`src/rtl/ccd_clk_pkg.sv`:
```
// Shared constants for the CCD clock configuration path: widths, base phase step,
// loader FSM encodings and io pad indices.
package ccd_clk_pkg;

  localparam int unsigned FREQ_W   = 4;
  localparam int unsigned PASO_W   = 32;
  localparam logic [31:0] PASO_DEF = 32'h5FA4;

  localparam logic [1:0] ST_IDLE  = 2'd0;
  localparam logic [1:0] ST_SHIFT = 2'd1;
  localparam logic [1:0] ST_CALC  = 2'd2;
  localparam logic [1:0] ST_PEND  = 2'd3;

  localparam int unsigned PAD_CLK    = 25;
  localparam int unsigned PAD_EN     = 24;
  localparam int unsigned PAD_SER    = 23;
  localparam int unsigned PAD_LOAD   = 22;
  localparam int unsigned PAD_PHI_P  = 10;
  localparam int unsigned PAD_PHI_L1 = 11;
  localparam int unsigned PAD_PHI_L2 = 12;
  localparam int unsigned PAD_PHI_R  = 13;

endpackage

```
`src/rtl/pad_sync.sv`:
```
// Multi-flop synchronizer for a raw asynchronous pad input; resets to 0.
module pad_sync #(
  parameter int unsigned STAGES = 2
) (
  input  logic i_clk,
  input  logic i_rst_n,
  input  logic i_d,
  output logic o_q
);

  logic [STAGES-1:0] ff;

  always_ff @(posedge i_clk or negedge i_rst_n) begin
    if (!i_rst_n) begin
      ff <= '0;
    end else begin
      ff <= {ff[STAGES-2:0], i_d};
    end
  end

  assign o_q = ff[STAGES-1];

endmodule

```
`src/rtl/ccd_clk_config_loader.sv`:
```
// Deserializes the frequency-select word, computes the phase step by shift-add and
// hands {freq_select, paso} to the generator only at a frame boundary or while disabled.
module ccd_clk_config_loader #(
  parameter int unsigned        FREQ_W      = ccd_clk_pkg::FREQ_W,
  parameter int unsigned        PASO_W      = ccd_clk_pkg::PASO_W,
  parameter logic [PASO_W-1:0]  PASO_DEF    = PASO_W'(ccd_clk_pkg::PASO_DEF),
  parameter int unsigned        SYNC_STAGES = 2
) (
  input  logic              i_clk,
  input  logic              i_rst_n,
  input  logic              i_load_config,
  input  logic              i_f_select_serial,
  input  logic              i_enable,
  input  logic              i_frame_boundary,
  output logic [FREQ_W-1:0] o_freq_select,
  output logic [PASO_W-1:0] o_paso,
  output logic              o_cfg_update,
  output logic              o_cfg_error,
  output logic              o_busy
);

  import ccd_clk_pkg::*;

  localparam int unsigned CNT_W = $clog2(FREQ_W + 2);

  logic load_s, data_s;

  pad_sync #(.STAGES(SYNC_STAGES)) u_sync_load (
    .i_clk   (i_clk),
    .i_rst_n (i_rst_n),
    .i_d     (i_load_config),
    .o_q     (load_s)
  );

  pad_sync #(.STAGES(SYNC_STAGES)) u_sync_data (
    .i_clk   (i_clk),
    .i_rst_n (i_rst_n),
    .i_d     (i_f_select_serial),
    .o_q     (data_s)
  );

  logic [1:0]        state_q, state_d;
  logic [FREQ_W-1:0] sr_q, sr_d;
  logic [CNT_W-1:0]  cnt_q, cnt_d;
  logic [FREQ_W-1:0] staged_q, staged_d;
  logic [FREQ_W:0]   mult_q, mult_d;
  logic [PASO_W-1:0] addend_q, addend_d;
  logic [PASO_W-1:0] acc_q, acc_d;
  logic [CNT_W-1:0]  calc_cnt_q, calc_cnt_d;
  logic [FREQ_W-1:0] freq_q, freq_d;
  logic [PASO_W-1:0] paso_q, paso_d;
  logic              update_q, update_d;
  logic              error_q, error_d;

  logic [FREQ_W-1:0] sr_shifted;
  assign sr_shifted = {sr_q[FREQ_W-2:0], data_s};

  always_comb begin
    state_d    = state_q;
    sr_d       = sr_q;
    cnt_d      = cnt_q;
    staged_d   = staged_q;
    mult_d     = mult_q;
    addend_d   = addend_q;
    acc_d      = acc_q;
    calc_cnt_d = calc_cnt_q;
    freq_d     = freq_q;
    paso_d     = paso_q;
    update_d   = 1'b0;
    error_d    = error_q;

    case (state_q)
      ST_IDLE: begin
        if (load_s) begin
          state_d = ST_SHIFT;
          sr_d    = sr_shifted;
          cnt_d   = CNT_W'(1);
        end
      end

      ST_SHIFT: begin
        if (load_s) begin
          sr_d = sr_shifted;
          if (cnt_q < CNT_W'(FREQ_W + 1)) begin
            cnt_d = cnt_q + CNT_W'(1);
          end
        end else if (cnt_q >= CNT_W'(FREQ_W)) begin
          staged_d   = sr_q;
          error_d    = 1'b0;
          mult_d     = {1'b0, sr_q} + {{FREQ_W{1'b0}}, 1'b1};
          addend_d   = PASO_DEF;
          acc_d      = '0;
          calc_cnt_d = '0;
          state_d    = ST_CALC;
        end else begin
          error_d = 1'b1;
          state_d = ST_IDLE;
        end
      end

      ST_CALC: begin
        // Any high load_s here is a fresh window; it supersedes the staged config.
        if (load_s) begin
          state_d = ST_SHIFT;
          sr_d    = sr_shifted;
          cnt_d   = CNT_W'(1);
        end else begin
          if (mult_q[0]) begin
            acc_d = acc_q + addend_q;
          end
          addend_d   = addend_q << 1;
          mult_d     = mult_q >> 1;
          calc_cnt_d = calc_cnt_q + CNT_W'(1);
          if (calc_cnt_q == CNT_W'(FREQ_W)) begin
            state_d = ST_PEND;
          end
        end
      end

      ST_PEND: begin
        if (load_s) begin
          state_d = ST_SHIFT;
          sr_d    = sr_shifted;
          cnt_d   = CNT_W'(1);
        end else if (i_frame_boundary || !i_enable) begin
          freq_d   = staged_q;
          paso_d   = acc_q;
          update_d = 1'b1;
          state_d  = ST_IDLE;
        end
      end

      default: state_d = ST_IDLE;
    endcase
  end

  always_ff @(posedge i_clk or negedge i_rst_n) begin
    if (!i_rst_n) begin
      state_q    <= ST_IDLE;
      sr_q       <= '0;
      cnt_q      <= '0;
      staged_q   <= '0;
      mult_q     <= '0;
      addend_q   <= '0;
      acc_q      <= '0;
      calc_cnt_q <= '0;
      freq_q     <= '0;
      paso_q     <= PASO_DEF;
      update_q   <= 1'b0;
      error_q    <= 1'b0;
    end else begin
      state_q    <= state_d;
      sr_q       <= sr_d;
      cnt_q      <= cnt_d;
      staged_q   <= staged_d;
      mult_q     <= mult_d;
      addend_q   <= addend_d;
      acc_q      <= acc_d;
      calc_cnt_q <= calc_cnt_d;
      freq_q     <= freq_d;
      paso_q     <= paso_d;
      update_q   <= update_d;
      error_q    <= error_d;
    end
  end

  assign o_freq_select = freq_q;
  assign o_paso        = paso_q;
  assign o_cfg_update  = update_q;
  assign o_cfg_error   = error_q;
  assign o_busy        = (state_q != ST_IDLE);

endmodule

```
`config.mk`:
```
export PLATFORM = sky130hd
export DESIGN_NAME = ccd_clk_config_loader
export DESIGN_NICKNAME = d
export VERILOG_FILES = /design/src/rtl/ccd_clk_pkg.sv /design/src/rtl/pad_sync.sv /design/src/rtl/ccd_clk_config_loader.sv
export SDC_FILE = /design/constraint.sdc
export NUM_CORES = 1
export LEC_CHECK = 0
export CORE_AREA = 2 2 161 163
export DETAILED_ROUTE_END_ITERATION = 16
export DIE_AREA = 0 0 163 165
export PLACE_DENSITY_LB_ADDON = 0.3
export SKIP_CTS_REPAIR_TIMING = 1
export SYNTH_ARGS = -nofsm -noshare
export SYNTH_HDL_FRONTEND = slang
export SYNTH_SLANG_ARGS = --single-unit
export TNS_END_PERCENT = 30
```
`constraint.sdc`:
```
create_clock -name i_clk -period 6.3 [get_ports i_clk]
set_clock_uncertainty 0.2 [all_clocks]
set_input_delay 1.26 -clock i_clk [delete_from_list [all_inputs] [get_ports i_clk]]
set_output_delay 1.26 -clock i_clk [all_outputs]
set_load 0.03 [all_outputs]
```
# Word-level counts from Yosys, hierarchy flattened
# Index checks and enable logic that the tools add are counted.
[word_totals] reg_bits=127 in_bits=6 output_inout_bits=39 word_cells=85
[classes] addsub=4 order_cmp=2 eq_ne=15 mux=35 bitwise=1 reduce_logical=14
[ops] cell="$mux W32" n=7
[ops] cell="$pmux W32 S2" n=2
[ops] cell="$add A32 B32 Y32" n=1
[ops] cell="$mux W3" n=6
[ops] cell="$mux W5" n=3
[ops] cell="$mux W2" n=7
[ops] cell="$pmux W3 S2" n=2
[ops] cell="$ne A2 B2 Y1 const B" n=5
[ops] cell="$pmux W5 S2" n=1
[ops] cell="$reduce_and A3 Y1" n=3
[ops] cell="$mux W4" n=2
[ops] cell="$ne A2 B1 Y1 const B" n=4
[ops] cell="$pmux W2 S4" n=1
[ops] cell="$reduce_and A4 Y1" n=2
[ops] cell="$add A3 B1 Y3 const B" n=2
[ops] cell="$ne A3 B2 Y1 const B" n=2
[ops] cell="$add A4 B1 Y5 const B" n=1
[ops] cell="$reduce_and A5 Y1" n=1
[ops] cell="$eq A2 B2 Y1 const B" n=2
[ops] cell="$mux W1" n=4
[ops] cell="$reduce_bool A2 Y1" n=2
[ops] cell="$reduce_or A4 Y1" n=1
[ops] cell="$eq A3 B3 Y1 const B" n=1
[ops] cell="$ge A3 B3 Y1 const B" n=1
[ops] cell="8 further kinds" n=8

# Depth between registers and ports, before layout
[depth] ltp_word=5 mapped_depth=12 mapped_depth_nobuf=12

# Hierarchy
# Synthesis repeated with hierarchy kept, for this count alone.
[hier_totals] cells_unflattened=690 hier_area_um2=6319.8
[by_module_without_submodules] mod="ccd_clk_config_loader" n_inst=1 cells_each=686 area_per_inst_um2=6219.7 seq_area_each_um2=2939.1
[by_module_without_submodules] mod="pad_sync" n_inst=2 cells_each=2 area_per_inst_um2=50.0 seq_area_each_um2=50.0

# Worst setup path after synthesis
# Ideal clock, no wire load.
[synth_path] path_type="reg2reg" from="register addend_q[2]" to="register acc_q[30]" setup_time_ns=0.122 arrival_time_ns=2.616 required_time_ns=5.978 path_slack_ns=3.362 stages_incl_launch_ff=13 n_path_buf=0 synth_period_minus_slack_ns=2.938 path_cell_list="dfrtp_1 -> ha_1 -> inv_1 -> fa_1 -> and2b_1 -> o31a_2 -> o311ai_2 -> a211o_1 -> a21oi_2 -> o21bai_1 -> a211o_1 -> a21o_1 -> a32o_1"
[synth_between] elab_chain_cells=4
[synth_rtl] item="start, declared" line_no="ccd_clk_config_loader.sv:47" source="logic [PASO_W-1:0] addend_q, addend_d;"
[synth_rtl] item="start signal, assigned" line_no="ccd_clk_config_loader.sv:157" source="addend_q <= addend_d;"
[synth_rtl] item="$add A32 B32 Y32" line_no="ccd_clk_config_loader.sv:109" source="acc_d = acc_q + addend_q;"
[synth_rtl] item="$mux W32" line_no="ccd_clk_config_loader.sv:108" source="if (mult_q[0]) begin"
[synth_rtl] item="$mux W32" line_no="ccd_clk_config_loader.sv:103" source="if (load_s) begin"
[synth_rtl] item="$pmux W32 S2" line_no="ccd_clk_config_loader.sv:72" source="case (state_q)"
[synth_rtl] item="end signal, assigned" line_no="ccd_clk_config_loader.sv:145" source="acc_q <= '0;"
[synth_rtl] item="end signal, assigned" line_no="ccd_clk_config_loader.sv:158" source="acc_q <= acc_d;"
[synth_rtl] item="end, declared" line_no="ccd_clk_config_loader.sv:48" source="logic [PASO_W-1:0] acc_q, acc_d;"
# Every way passes these cells. The select of a mux whose other input is x is not followed.
# A chain may end at the register's enable or synchronous reset.

# Final worst setup path
[layout_path] from="input i_frame_boundary" to="register paso_q[16], in the netlist o_paso[16]"
[layout_between] elab_chain_cells=2
[layout_rtl] item="start, declared" line_no="ccd_clk_config_loader.sv:14" source="input logic i_frame_boundary,"
[layout_rtl] item="$logic_or A1 B1 Y1" line_no="ccd_clk_config_loader.sv:125" source="end else if (i_frame_boundary || !i_enable) begin"
[layout_rtl] item="$reduce_and A3 Y1 (no source line)"
[layout_rtl] item="end signal, assigned" line_no="ccd_clk_config_loader.sv:161" source="paso_q <= paso_d;"
[layout_rtl] item="end, declared" line_no="ccd_clk_config_loader.sv:51" source="logic [PASO_W-1:0] paso_q, paso_d;"
# Every way passes these cells.

==> metrics.txt <==
gp weighted congestion=0.7749; Total Routing Usage GR=11.40%; I/O pin total=45; DR vias/cell=4.510; Core Util, Final=a little under a third; P&R area growth vs syn=21.78%; Die Y=165 um; NumNets Final=717; PortBufs=42; Worst setup SP type=input pin; Die Wd=between 150 and 200 um; register area share after synthesis=49.16%; Post-Syn Area=6182 sq um; critical path endpoint category=flip-flop; Clock Latency Late Sink=0.43 ns; count of cell types in the netlist=57; Syn Area/Cell=9.690 sq um; fraction of registers with async set or reset after synthesis=100.0%; Final TNS setup=0 ns; FMAX=approximately 290 MHz; layout cells sized above 1=a little under a tenth; # rows=58; Synth Flop Type=dfrtp_1; CTS H-tree lvls=4; RSZ-0062 raised after global routing=no; TritonCTS clock tree=yes; drt pass-1 iters=4; grt total ovfl=0; hold crit path type=reg -> reg; LEAKAGE=roughly 3.5 nW; CTS max path bufs=2; largest net degree at the start of global routing=between 60 and 70; synth warn=0; antenna viol nets, final=0; outcome=completed; Clock transition at path regs=0.06 ns; first-iteration detailed-routing DRC count=309; clk root buf=clkbuf_16; Worst Path Max Fanout=36; Routed WL=14190 um; Syn Inst Count=about 640; Slew Viols, Final=0; #FFs+latches synth=approximately 120; worst vdd ir=0.1702 mV; MaxCap Viol Count=0; worst rel slew slack=28.45%; number of flops mapped to enable cells by yosys=0; die area=26900 sq um; number of global-route vias before repair=4541; TritonCTS Buffers=17; Floorplan Core Area=about 25000 sq um; Post-route DRC=0; Worst Path Class, Setup=in -> reg; cell area power density=380.6 nW/um^2; final hold violation count=0; crit path DAT=3.61 ns; Clock Sinks=121; Worst EP required=6.40 ns; Worst-Margin Slew=1.072 ns; fin crit share=55.67%; Starting Density=~25%; global-route wire length before repair=24130 um; initial antenna violation count=0; Routed wire per std cell=around 14 um; minimum clock period=3.507 ns; HPWL Detailed=approximately 9600 um; ant diodes=0; setup violators final=0; Vias=4573
[report_power, final]
part	switching (mW)	internal (mW)
Combinational	0.508	0.333
Clock	0.373	0.635
Sequential	0.103	0.913
[through the flow]
step | area [sq um] | hold slack, ns | worst slack [ns] | total power, mW | instances
floorplan | 6186 | 0.1312 | 3.362 | 1.622 | 639
global placement | 6917 | 0.1341 | 2.286 | 1.869 | 982
detailed placement | 6917 | 0.1347 | 2.234 | 1.876 | 982
CTS | 7528 | 0.1478 | 2.685 | 2.900 | 1014
global route | 7528 | 0.1557 | 2.422 | 3.057 | 1014
finish | 7528 | 0.1461 | 2.793 | 2.865 | 1014
[critical path, stage by stage]
cell	delay (ns)
clkdlybuf4s50_1	0.39
nand2b_1	0.15
nand3b_1	0.08
buf_4	0.38
clkinv_1	0.94
nand2_1	0.33
nand2_1	0.07
[flip-flops by register name (all words and copies together) (netlist names)]
signal and cells:
o_cfg_error 1, u_sync_load.ff 2, calc_cnt_q 3, sr_q 4, o_paso 30, staged_q 4
mult_q 5, o_freq_select 4, state_q 2, addend_q 30, o_cfg_update 1, cnt_q 3
acc_q 30, u_sync_data.ff 2
[cells in the mapped netlist (5+ instances only)]
master    instances  area share [%]
nand4_1           7            0.71
inv_1            19             1.2
xnor2_1          10             1.4
nand3_1          12            0.97
o22a_1            9             1.3
mux2_2            9             1.6
dfrtp_1         112              45
a22o_1           20             2.8
nor2_1           14            0.85
a21o_1           19             2.3
a211oi_1          6            0.73
clkbuf_1         28             1.7
o21ai_0          45             3.6
ha_1             39             7.9
a21oi_1          33             2.7
dfstp_2           9             3.8
xor2_1           17             2.4
o21bai_1          5            0.61
nand2_1         154             9.4
[layout by cell type (no fill, tap or decap), types with 4 or more instances in the layout]
cell             count
nand2_1            154
dfrtp_1            112
o21ai_0             45
clkdlybuf4s50_1     41
ha_1                39
a21oi_1             33
a22o_1              20
inv_1               19
a21o_1              19
xor2_1              17
clkbuf_16           17
nor2_1              13
nand3_1             12
xnor2_1             10
o22a_1               9
mux2_2               9
dfstp_2              9
nand4_1              7
a211oi_1             6
o21bai_1             5
buf_4                5
nand2b_1             4
o21a_1               4
nor3_1               4
a211o_1              4
a31oi_1              4
mux2i_1              4
o31ai_1              4
clkinvlp_4           4
[per-layer routing]
metal | GRT usage [%] | vias to the layer above | part of all wire, %
li1 | - | 2291 | -
met1 | 16.38 | 2202 | 52
met2 | 16.87 | 73 | 44
met3 | 3.039 | 7 | 4.0
met4 | 3.017 | 0 | 0.60
met5 | 0 | - | 0
[cells by family after synthesis]
group,count (synthesis),synth area share [%]
multiplexers,13,2.287
adder cells (fa/ha/maj),40,8.217
AO/OA/AOI/OAI,172,18.74
flip-flops,121,49.16
other,1,0.06066
XOR/XNOR,27,3.825
buffers and inverters,53,3.359
AND/OR/NAND/NOR,211,14.35
[area by class of cell]
type | instances | area, sq um
Clock inverter | 13 | 168.9
Timing Repair Buffer | 46 | 447.9
Sequential cell | 121 | 3039
Tap cell | 330 | 412.9
Multi-Input combinational cell | 465 | 2942
Inverter | 20 | 75.07
Clock buffer | 19 | 442.9
Fill cell | 2597 | 17510
[worst paths after layout]
| check | startpoint | endpoint | slack (ns) | depth (start not counted) |
|---|---|---|---|---|
| worst min-delay path | u_sync_data.ff[0] | u_sync_data.ff[1] | 0.15 | 0 |
| worst min register to register | u_sync_data.ff[0] | u_sync_data.ff[1] | 0.15 | 0 |
| worst max register to register | addend_q[2] | acc_q[28] | 2.97 | 12 |
| max in group asynchronous | i_rst_n | acc_q[15] | 3.91 | 2 |
| min in group asynchronous | i_rst_n | o_paso[21] | 0.76 | 1 |
| worst max-delay path | i_frame_boundary | o_paso[16] | 2.79 | 7 |
Power figures use the tool's default switching activity.
